<file path="config.mk">
export PLATFORM = sky130hd
export DESIGN_NAME = mem_tx_arbiter
export DESIGN_NICKNAME = d
export VERILOG_FILES = /design/src/rtl/mem_tx_arbiter.sv
export SDC_FILE = /design/constraint.sdc
export NUM_CORES = 1
export LEC_CHECK = 0
export BUFFER_PORTS_ARGS = -buffer_cell sky130_fd_sc_hd__buf_2
export CAP_MARGIN = 20
export CORE_MARGIN = 10
export CORE_UTILIZATION = 45
export CTS_CLUSTER_DIAMETER = 50
export DETAILED_ROUTE_END_ITERATION = 10
export PLACE_DENSITY = 0.84
export SETUP_SLACK_MARGIN = 0.4
export SLEW_MARGIN = 0
export SYNTH_ARGS = -nofsm -noshare
export SYNTH_HDL_FRONTEND = slang
export SYNTH_SLANG_ARGS = --single-unit
</file>
<file path="constraint.sdc">
create_clock -name clk -period 2.94 [get_ports clk]
set_input_delay 0.441 -clock clk [delete_from_list [all_inputs] [get_ports clk]]
set_output_delay 0.441 -clock clk [all_outputs]
set_load 0.01 [all_outputs]
</file>
<file path="src/rtl/mem_tx_arbiter.sv">
// TX ownership arbiter for N channels in front of memory_interface.
// Tracks reply-bearing reads and steers RX strobes to the issuing channel.
module mem_tx_arbiter #(
  parameter int NUM_CH = 2,
  parameter int IO_BITS = 2,
  parameter int CMD_BITS = 2,
  parameter logic [CMD_BITS-1:0] READ_CMD = CMD_BITS'(1),
  parameter int MAX_OUTSTANDING = 3,
  parameter int RR_MODE = 0,
  parameter int DEFAULT_CH = 0
) (
  input  logic clk,
  input  logic reset,
  input  logic [NUM_CH-1:0] req_valid,
  input  logic [NUM_CH-1:0] req_reserve,
  input  logic [NUM_CH*CMD_BITS-1:0] req_cmd,
  input  logic [NUM_CH*IO_BITS-1:0] req_data,
  input  logic [NUM_CH-1:0] req_reply_wanted,
  output logic mi_tx_command_valid,
  output logic [CMD_BITS-1:0] mi_tx_command,
  output logic [IO_BITS-1:0] mi_tx_data,
  input  logic mi_tx_command_started,
  input  logic mi_tx_active,
  input  logic mi_tx_data_next,
  input  logic mi_tx_done,
  input  logic mi_rx_started,
  input  logic mi_rx_active,
  input  logic mi_rx_sbs_valid,
  input  logic mi_rx_data_valid,
  input  logic mi_rx_done,
  output logic [NUM_CH-1:0] tx_owner,
  output logic [NUM_CH-1:0] rx_owner,
  output logic [NUM_CH-1:0] ch_tx_command_started,
  output logic [NUM_CH-1:0] ch_tx_active,
  output logic [NUM_CH-1:0] ch_tx_data_next,
  output logic [NUM_CH-1:0] ch_tx_done,
  output logic [NUM_CH-1:0] ch_rx_started,
  output logic [NUM_CH-1:0] ch_rx_active,
  output logic [NUM_CH-1:0] ch_rx_sbs_valid,
  output logic [NUM_CH-1:0] ch_rx_data_valid,
  output logic [NUM_CH-1:0] ch_rx_done,
  output logic [$clog2(MAX_OUTSTANDING+1)-1:0] outstanding,
  output logic full,
  output logic protocol_error
);

  localparam int IDX_W = $clog2(NUM_CH);
  localparam int CNT_W = $clog2(MAX_OUTSTANDING+1);
  localparam int PTR_W =
    (MAX_OUTSTANDING > 1) ? $clog2(MAX_OUTSTANDING) : 1;

  typedef logic [IDX_W-1:0] idx_t;
  typedef logic [PTR_W-1:0] ptr_t;

  localparam idx_t DEF_IDX = idx_t'(DEFAULT_CH);
  localparam idx_t LAST_IDX = idx_t'(NUM_CH-1);
  localparam logic [CNT_W-1:0] MAX_CNT =
    CNT_W'(MAX_OUTSTANDING);
  localparam ptr_t LAST_PTR = ptr_t'(MAX_OUTSTANDING-1);
  localparam logic [NUM_CH-1:0] ONE =
    {{(NUM_CH-1){1'b0}}, 1'b1};

  logic [NUM_CH-1:0] cand;
  idx_t win;
  idx_t owner;
  idx_t owner_q;
  idx_t rr_ptr;
  logic found;
  int j;

  logic is_read;
  logic empty;
  logic push_req;
  logic pop_req;
  logic push;
  logic pop;

  idx_t fifo_idx [MAX_OUTSTANDING];
  logic fifo_rw [MAX_OUTSTANDING];
  ptr_t wr_ptr;
  ptr_t rd_ptr;
  logic [CNT_W-1:0] count;

  assign cand = req_valid | req_reserve;

  // RR searches upward from the slot after the last started owner
  always_comb begin
    win = DEF_IDX;
    found = 1'b0;
    j = 0;
    if (RR_MODE != 0) begin
      for (int k = 1; k <= NUM_CH; k++) begin
        j = int'(rr_ptr) + k;
        if (j >= NUM_CH) j = j - NUM_CH;
        if (!found && cand[idx_t'(j)]) begin
          win = idx_t'(j);
          found = 1'b1;
        end
      end
    end else begin
      for (int i = 0; i < NUM_CH; i++) begin
        if (cand[idx_t'(i)]) win = idx_t'(i);
      end
    end
  end

  assign owner = mi_tx_active ? owner_q : win;
  assign tx_owner = ONE << owner;

  assign mi_tx_command =
    req_cmd[owner*CMD_BITS +: CMD_BITS];
  assign mi_tx_data =
    req_data[owner*IO_BITS +: IO_BITS];

  assign is_read = (mi_tx_command == READ_CMD);
  assign mi_tx_command_valid =
    req_valid[owner] & ~(full & is_read);

  always_ff @(posedge clk) begin
    if (reset) begin
      owner_q <= DEF_IDX;
      rr_ptr <= LAST_IDX;
    end else begin
      if (!mi_tx_active) owner_q <= win;
      if (mi_tx_command_started) rr_ptr <= owner;
    end
  end

  assign empty = (count == '0);
  assign full = (count == MAX_CNT);
  assign outstanding = count;

  assign push_req = mi_tx_command_started & is_read;
  assign pop_req = mi_rx_done;
  assign push = push_req & ~full;
  assign pop = pop_req & ~empty;

  function automatic ptr_t next_ptr(input ptr_t p);
    return (p == LAST_PTR) ? '0 : p + ptr_t'(1);
  endfunction

  always_ff @(posedge clk) begin
    if (push) begin
      fifo_idx[wr_ptr] <= owner;
      fifo_rw[wr_ptr] <= req_reply_wanted[owner];
    end
  end

  always_ff @(posedge clk) begin
    if (reset) begin
      wr_ptr <= '0;
      rd_ptr <= '0;
      count <= '0;
      protocol_error <= 1'b0;
    end else begin
      if (push) wr_ptr <= next_ptr(wr_ptr);
      if (pop) rd_ptr <= next_ptr(rd_ptr);
      unique case ({push, pop})
        2'b10: count <= count + CNT_W'(1);
        2'b01: count <= count - CNT_W'(1);
        default: count <= count;
      endcase
      // overflow push and underflow pop are dropped but remembered
      if ((push_req & full) | (pop_req & empty))
        protocol_error <= 1'b1;
    end
  end

  assign rx_owner =
    (!empty && fifo_rw[rd_ptr]) ?
    (ONE << fifo_idx[rd_ptr]) : '0;

  assign ch_tx_command_started =
    {NUM_CH{mi_tx_command_started}} & tx_owner;
  assign ch_tx_active =
    {NUM_CH{mi_tx_active}} & tx_owner;
  assign ch_tx_data_next =
    {NUM_CH{mi_tx_data_next}} & tx_owner;
  assign ch_tx_done =
    {NUM_CH{mi_tx_done}} & tx_owner;

  assign ch_rx_started =
    {NUM_CH{mi_rx_started}} & rx_owner;
  assign ch_rx_active =
    {NUM_CH{mi_rx_active}} & rx_owner;
  assign ch_rx_sbs_valid =
    {NUM_CH{mi_rx_sbs_valid}} & rx_owner;
  assign ch_rx_data_valid =
    {NUM_CH{mi_rx_data_valid}} & rx_owner;
  assign ch_rx_done =
    {NUM_CH{mi_rx_done}} & rx_owner;

endmodule
</file>
* After elaboration in Yosys (flattened, before gate mapping) *
Memory sizes are Yosys's and may differ from the RTL's. A register that Yosys moved wholly into a read port is not among the register bits.
Cells that the tools add are included.

word-level totals
  memories kept = 2
  register bits after elaboration = 8
  logic and storage cells = 63
  RAM bits = 6
  input bits = 25

cells by class
  equal/unequal tests = 6
  magnitude comparators = 1
  $add $sub $neg = 4
  mux-type cells = 16
  shift operators = 4
  reductions and logical operators = 4
  bitwise gates (word level) = 21

memory list
  memory    depth  width  read ports  clocked after memory_dff  write ports  line  source
  fifo_idx  3      1      1           1                         1            78    idx_t fifo_idx [MAX_OUTSTANDING];
  fifo_rw   3      1      1           1                         1            79    logic fifo_rw [MAX_OUTSTANDING];

operators with widths
  cell                                                  count
  bitwise AND 2 bit                                     9
  2-to-1 mux 2 bit                                      7
  equality test 2 bit (second input constant)           4
  2-to-1 mux 1 bit                                      8
  variable part select 4 x 3 -> 2 bit                   2
  bitwise AND 1 bit                                     7
  adder 2 x 1 -> 2 bit (second input constant)          3
  equality test 2 x 1 -> 1 bit (second input constant)  2
  case mux 2 bit (2 select lines)                       1
  << shifter 1 x 1 -> 2 bit (first input constant)      2
  NOT 1 bit                                             3
  zero test 2 bit                                       1
  < comparator 1 x 2 -> 1 bit (second input constant)   1
  OR 2 bit                                              1
  nonzero test 2 bit                                    1
  subtractor 2 x 1 -> 2 bit (second input constant)     1
  logical AND 1 bit                                     1
  zero test 1 bit                                       1
  OR 1 bit                                              1

* Depth between registers and ports, before layout *
  depth in word-level cells = 9
  depth in mapped cells = 8
  gate-level depth less buffers = 7

* Worst setup path after synthesis *
Ideal clock, no wire load.

  path type = input -> register
  start = input mi_tx_active
  end = register count[1] (netlist: outstanding[1])
  library setup time = 0.070 ns
  cell stages on the path = 6
  arrival = 1.888 ns
  setup slack = 0.982 ns
  path through = nor2b_4 > o2111a_2 > a41oi_4 > ha_1 > or3_1 > a21oi_1

on the way
  word-level cells in the longest chain between the ends = 7
  elaborated cells on any way between the ends = 9
  those cells by class = eq/ne: 3; shift: 1; mux: 2; bitwise: 2; reduce/logical: 1

ends and longest elaborated chain
  item                                                                   line  source
  start, declared                                                        23    input logic mi_tx_active,
  2-to-1 mux 1 bit (*)                                                   n/a
  variable part select 4 x 3 -> 2 bit (*)                                111   req_cmd[owner*CMD_BITS +: CMD_BITS];
  equality test 2 x 1 -> 1 bit (*)                                       115   assign is_read = (mi_tx_command == READ_CMD);
  bitwise AND 1 bit (*)                                                  133   assign push_req = mi_tx_command_started & is_read;
  bitwise AND 1 bit (*)                                                  135   assign push = push_req & ~full;
  equality test 2 x 1 -> 1 bit or equality test 2 bit (tied branches)    158   unique case ({push, pop})
  case mux 2 bit (2 select lines) or nonzero test 2 bit (tied branches)  n/a
  end signal, assigned                                                   159   2'b10: count <= count + CNT_W'(1);
  end signal, assigned                                                   160   2'b01: count <= count - CNT_W'(1);
  end signal, assigned                                                   161   default: count <= count;
  end, declared                                                          82    logic [CNT_W-1:0] count;

Mark *: on every way between the ends. The rest lies on a longest branch, timed or not.
A chain may end at the register's enable or synchronous reset.

* Worst setup path in the final report *
  start = register owner_q
  end = output mi_tx_command_valid

on the way
  word-level cells in the longest chain between the ends = 6
  elaborated cells on any way between the ends = 8
  those cells by class = eq/ne: 1; shift: 1; mux: 3; bitwise: 3

ends and longest elaborated chain
  item                                 line  source
  start, declared                      66    idx_t owner_q;
  start signal, assigned               124   if (!mi_tx_active) owner_q <= win;
  2-to-1 mux 1 bit (*)                 n/a
  variable part select 4 x 3 -> 2 bit  111
  equality test 2 x 1 -> 1 bit         115
  bitwise AND 1 bit                    117   req_valid[owner] & ~(full & is_read);
  NOT 1 bit                            117
  bitwise AND 1 bit (*)                117
  end, declared                        19    output logic mi_tx_command_valid,

Mark *: on every way between the ends. The rest lies on a longest branch, timed or not. The select of a mux whose other input is x is not followed.

==> flow_summary.json <==
{
  "status": "finished clean",
  "yosys.area_share.xor_xnor_pct": 1.85,
  "cts_resized": 0,
  "rsz0062_at_grt": "no",
  "cts_tree": "built",
  "io_buffers": 54,
  "met1_usage_pct": 9.98,
  "p_per_area_nw_per_um2": 461,
  "synthAdderAreaFrac_pct": 1.32,
  "nFillCells": 170,
  "worst_slew_pin_slew_ns": 0.444,
  "grt_max_degree": 19,
  "finClkSkew_ns": 0.00133,
  "synthFlopType": "dfxtp_1",
  "post-route-period-util_pct": 71.9,
  "rows": 16,
  "period_minus_slack_ns": 2.11,
  "start_util_pct": 47.9,
  "grt.total_usage_pct": 10.4,
  "tritoncts.num_buffers": 3,
  "hold_path.startpoint": "reset",
  "max_freq_mhz": 473,
  "route.detailed.drc": 0,
  "drtAntennaViolNets": 0,
  "arrival_ns": 1.67,
  "worst_setup_path_end_kind": "output port",
  "gr-usage-met3_pct": 6.61,
  "fin_setup_tns_ns": 0,
  "synth_area_leader_cell": "dfxtp_1",
  "synthSimpleGateAreaFrac_pct": 27.3,
  "grt_pass1_vias": 920,
  "busiest_layer": "met2",
  "hold_viol": 0,
  "hp-class": "input pin to register",
  "top_level_ports": 56,
  "antenna_found_initial": 0,
  "synth_compound_area_share_pct": 13.9,
  "p_leak_nw": 0.609,
  "r2r_start": "outstanding[0]$_SDFFE_PP0P_",
  "grt.overflow.total": 0,
  "dieArea_um2": 4340,
  "crit_path_start_kind": "register",
  "synth_top_area_share_pct": 21.1,
  "clk_path_buf_depth": 2,
  "vdd_ir_drop_max_mv": 0.350,
  "synthTopCellsByArea": "dfxtp_1 21%, edfxtp_1 19%, nor2_1 6.7%",
  "max_cap_viol_count": 0,
  "final_nets": 183,
  "drtIter0Drc": 24,
  "place_hpwl_um": 2080,
  "setup_ws_ns": 0.827,
  "cts_sinks": 16,
  "ys_async_sr_fraction_pct": 0,
  "yosysWarnings": 0,
  "routed_wl_um": 2460,
  "dr_total_vias": 938,
  "syn2layout_area_growth_pct": 32.6,
  "ys_seq_area_share_pct": 40.1,
  "htreeDepth": 1,
  "dieHeight_um": 65.9,
  "reg2reg_to": "outstanding[1]$_SDFFE_PP0P_",
  "cts.reportedPaths.clkPinSlew_ns": 0.09,
  "root_buffer": "clkbuf_4",
  "path_class": "register to output port",
  "avgViaCountPerCell": 5.13,
  "gr-usage-met2_pct": 17.9,
  "r2r_cells": 6,
  "muxShareOfSynthArea_pct": 11.7,
  "drive_above_1_share_pct": 45.5,
  "gp_congestion": 0.853,
  "slew-limit-headroom_pct": 70.2,
  "syn-num-nets": 128,
  "cp_max_fo": 18,
  "synth_cells": 102,
  "cts_setup_buffers": 0,
  "hold_end": "owner_q$_SDFF_PP0_",
  "grt_pass1_wl_um": 3770,
  "ys_types": 35,
  "post-place-ws_ns": 0.658,
  "synth_area_per_cell_um2": 9.30,
  "ys_seq_elements": 16,
  "synth-edff-count": 6,
  "dr.pass1.iters": 4,
  "die_x_um": 65.9,
  "syn_area_um2": 948,
  "core_um2": 1980,
  "synth_top_family_by_area": "simple AND/OR/NAND/NOR gates",
  "min_path_cells": 2,
  "rrSetupSlack_ns": 0.90,
  "insertion_delay_ns": 0.27,
  "slew_violations": 0,
  "cts_hold_buf": 0,
  "antennaDiodeCount": 0,
  "wire_per_inst_um": 13.4,
  "finalSetupViolCount": 0,
  "critPathRequiredTime_ns": 2.50
}
critical path: stages, from the launching register on:
cell and delay (ns):
dfxtp_1 0.40, nor2b_4 0.07, nor2_4 0.36, mux2i_1 0.31
o21a_1 0.14, buf_2 0.12
where the power goes:
group | switching [mW] | total [mW] | internal, mW
sequential | 0.0253 | 0.274 | 0.249
combinational | 0.105 | 0.192 | 0.0870
clock | 0.0651 | 0.114 | 0.0490
routing by layer:
metal	up-vias	share of wire, %
met5	-	0
met2	51	42
met4	0	1.1
met1	420	42
met3	2	14
li1	465	-
cells by family (layout without fill, tap and decap cells):
family	Yosys count	count (layout)
compound gates	19	19
xor+xnor	2	2
fa+ha+maj	1	1
buf+inv	8	62
flops	16	16
mux	10	10
simple gates	46	46
cells in the final DEF, fill, tap and decap left out, types with 2 or more instances in the layout:
cell / n
edfxtp_1: 6
nand2_1: 5
nor2_1: 17
nor2b_1: 5
nand2b_1: 2
o21ai_0: 8
dfxtp_1: 10
a21oi_1: 5
nor3_1: 3
mux2i_1: 4
mux2_2: 5
nor3b_1: 2
and2_1: 4
inv_1: 4
clkbuf_4: 3
buf_2: 54
synth_stat cells (2+ instances only):
library cell,instances
nor2_1,17
nor3_1,3
edfxtp_1,6
nor2b_1,5
buf_2,2
nand2_1,5
mux2_2,5
dfxtp_1,10
inv_1,4
o21ai_0,8
a21oi_1,5
and2_1,4
nor3b_1,2
nand2b_1,2
mux2i_1,4
cell type report:
class | instances | area [um2] | area share [%]
well taps | 27 | 33.8 | 2.69
clock inverters | 1 | 3.75 | 0.299
clock buffers | 3 | 22.5 | 1.79
inverters | 4 | 15.0 | 1.19
multi-input cells | 78 | 532 | 42.3
repair buffers | 54 | 270 | 21.5
flip-flops and latches | 16 | 380 | 30.2
worst max-delay path by stage:
stage	start	end	slack (ns)	cells past startpoint
after floorplan	mi_tx_active	outstanding[1]$_SDFFE_PP0P_	0.98	6
after global placement	mi_tx_active	outstanding[1]$_SDFFE_PP0P_	0.72	7
after detailed placement	mi_tx_active	outstanding[1]$_SDFFE_PP0P_	0.66	7
after CTS	owner_q$_SDFF_PP0_	mi_tx_command_valid	0.81	5
after global routing	owner_q$_SDFF_PP0_	mi_tx_command_valid	0.71	5
final	owner_q$_SDFF_PP0_	mi_tx_command_valid	0.83	5
per-stage QoR:
step / cells / util, % / hold WS [ns] / power (mW) / instance area [um2]
floorplan: 102 / - / 0.460 / 0.402 / 948
detailed placement: 179 / 62.1 / 0.493 / 0.472 / 1230
CTS: 183 / 63.4 / 0.462 / 0.583 / 1260
finish: 183 / 63.4 / 0.467 / 0.580 / 1260
global placement: 179 / 62.1 / 0.475 / 0.464 / 1230
global route: 183 / 63.4 / 0.474 / 0.615 / 1260
Power figures use the tool's default switching activity.
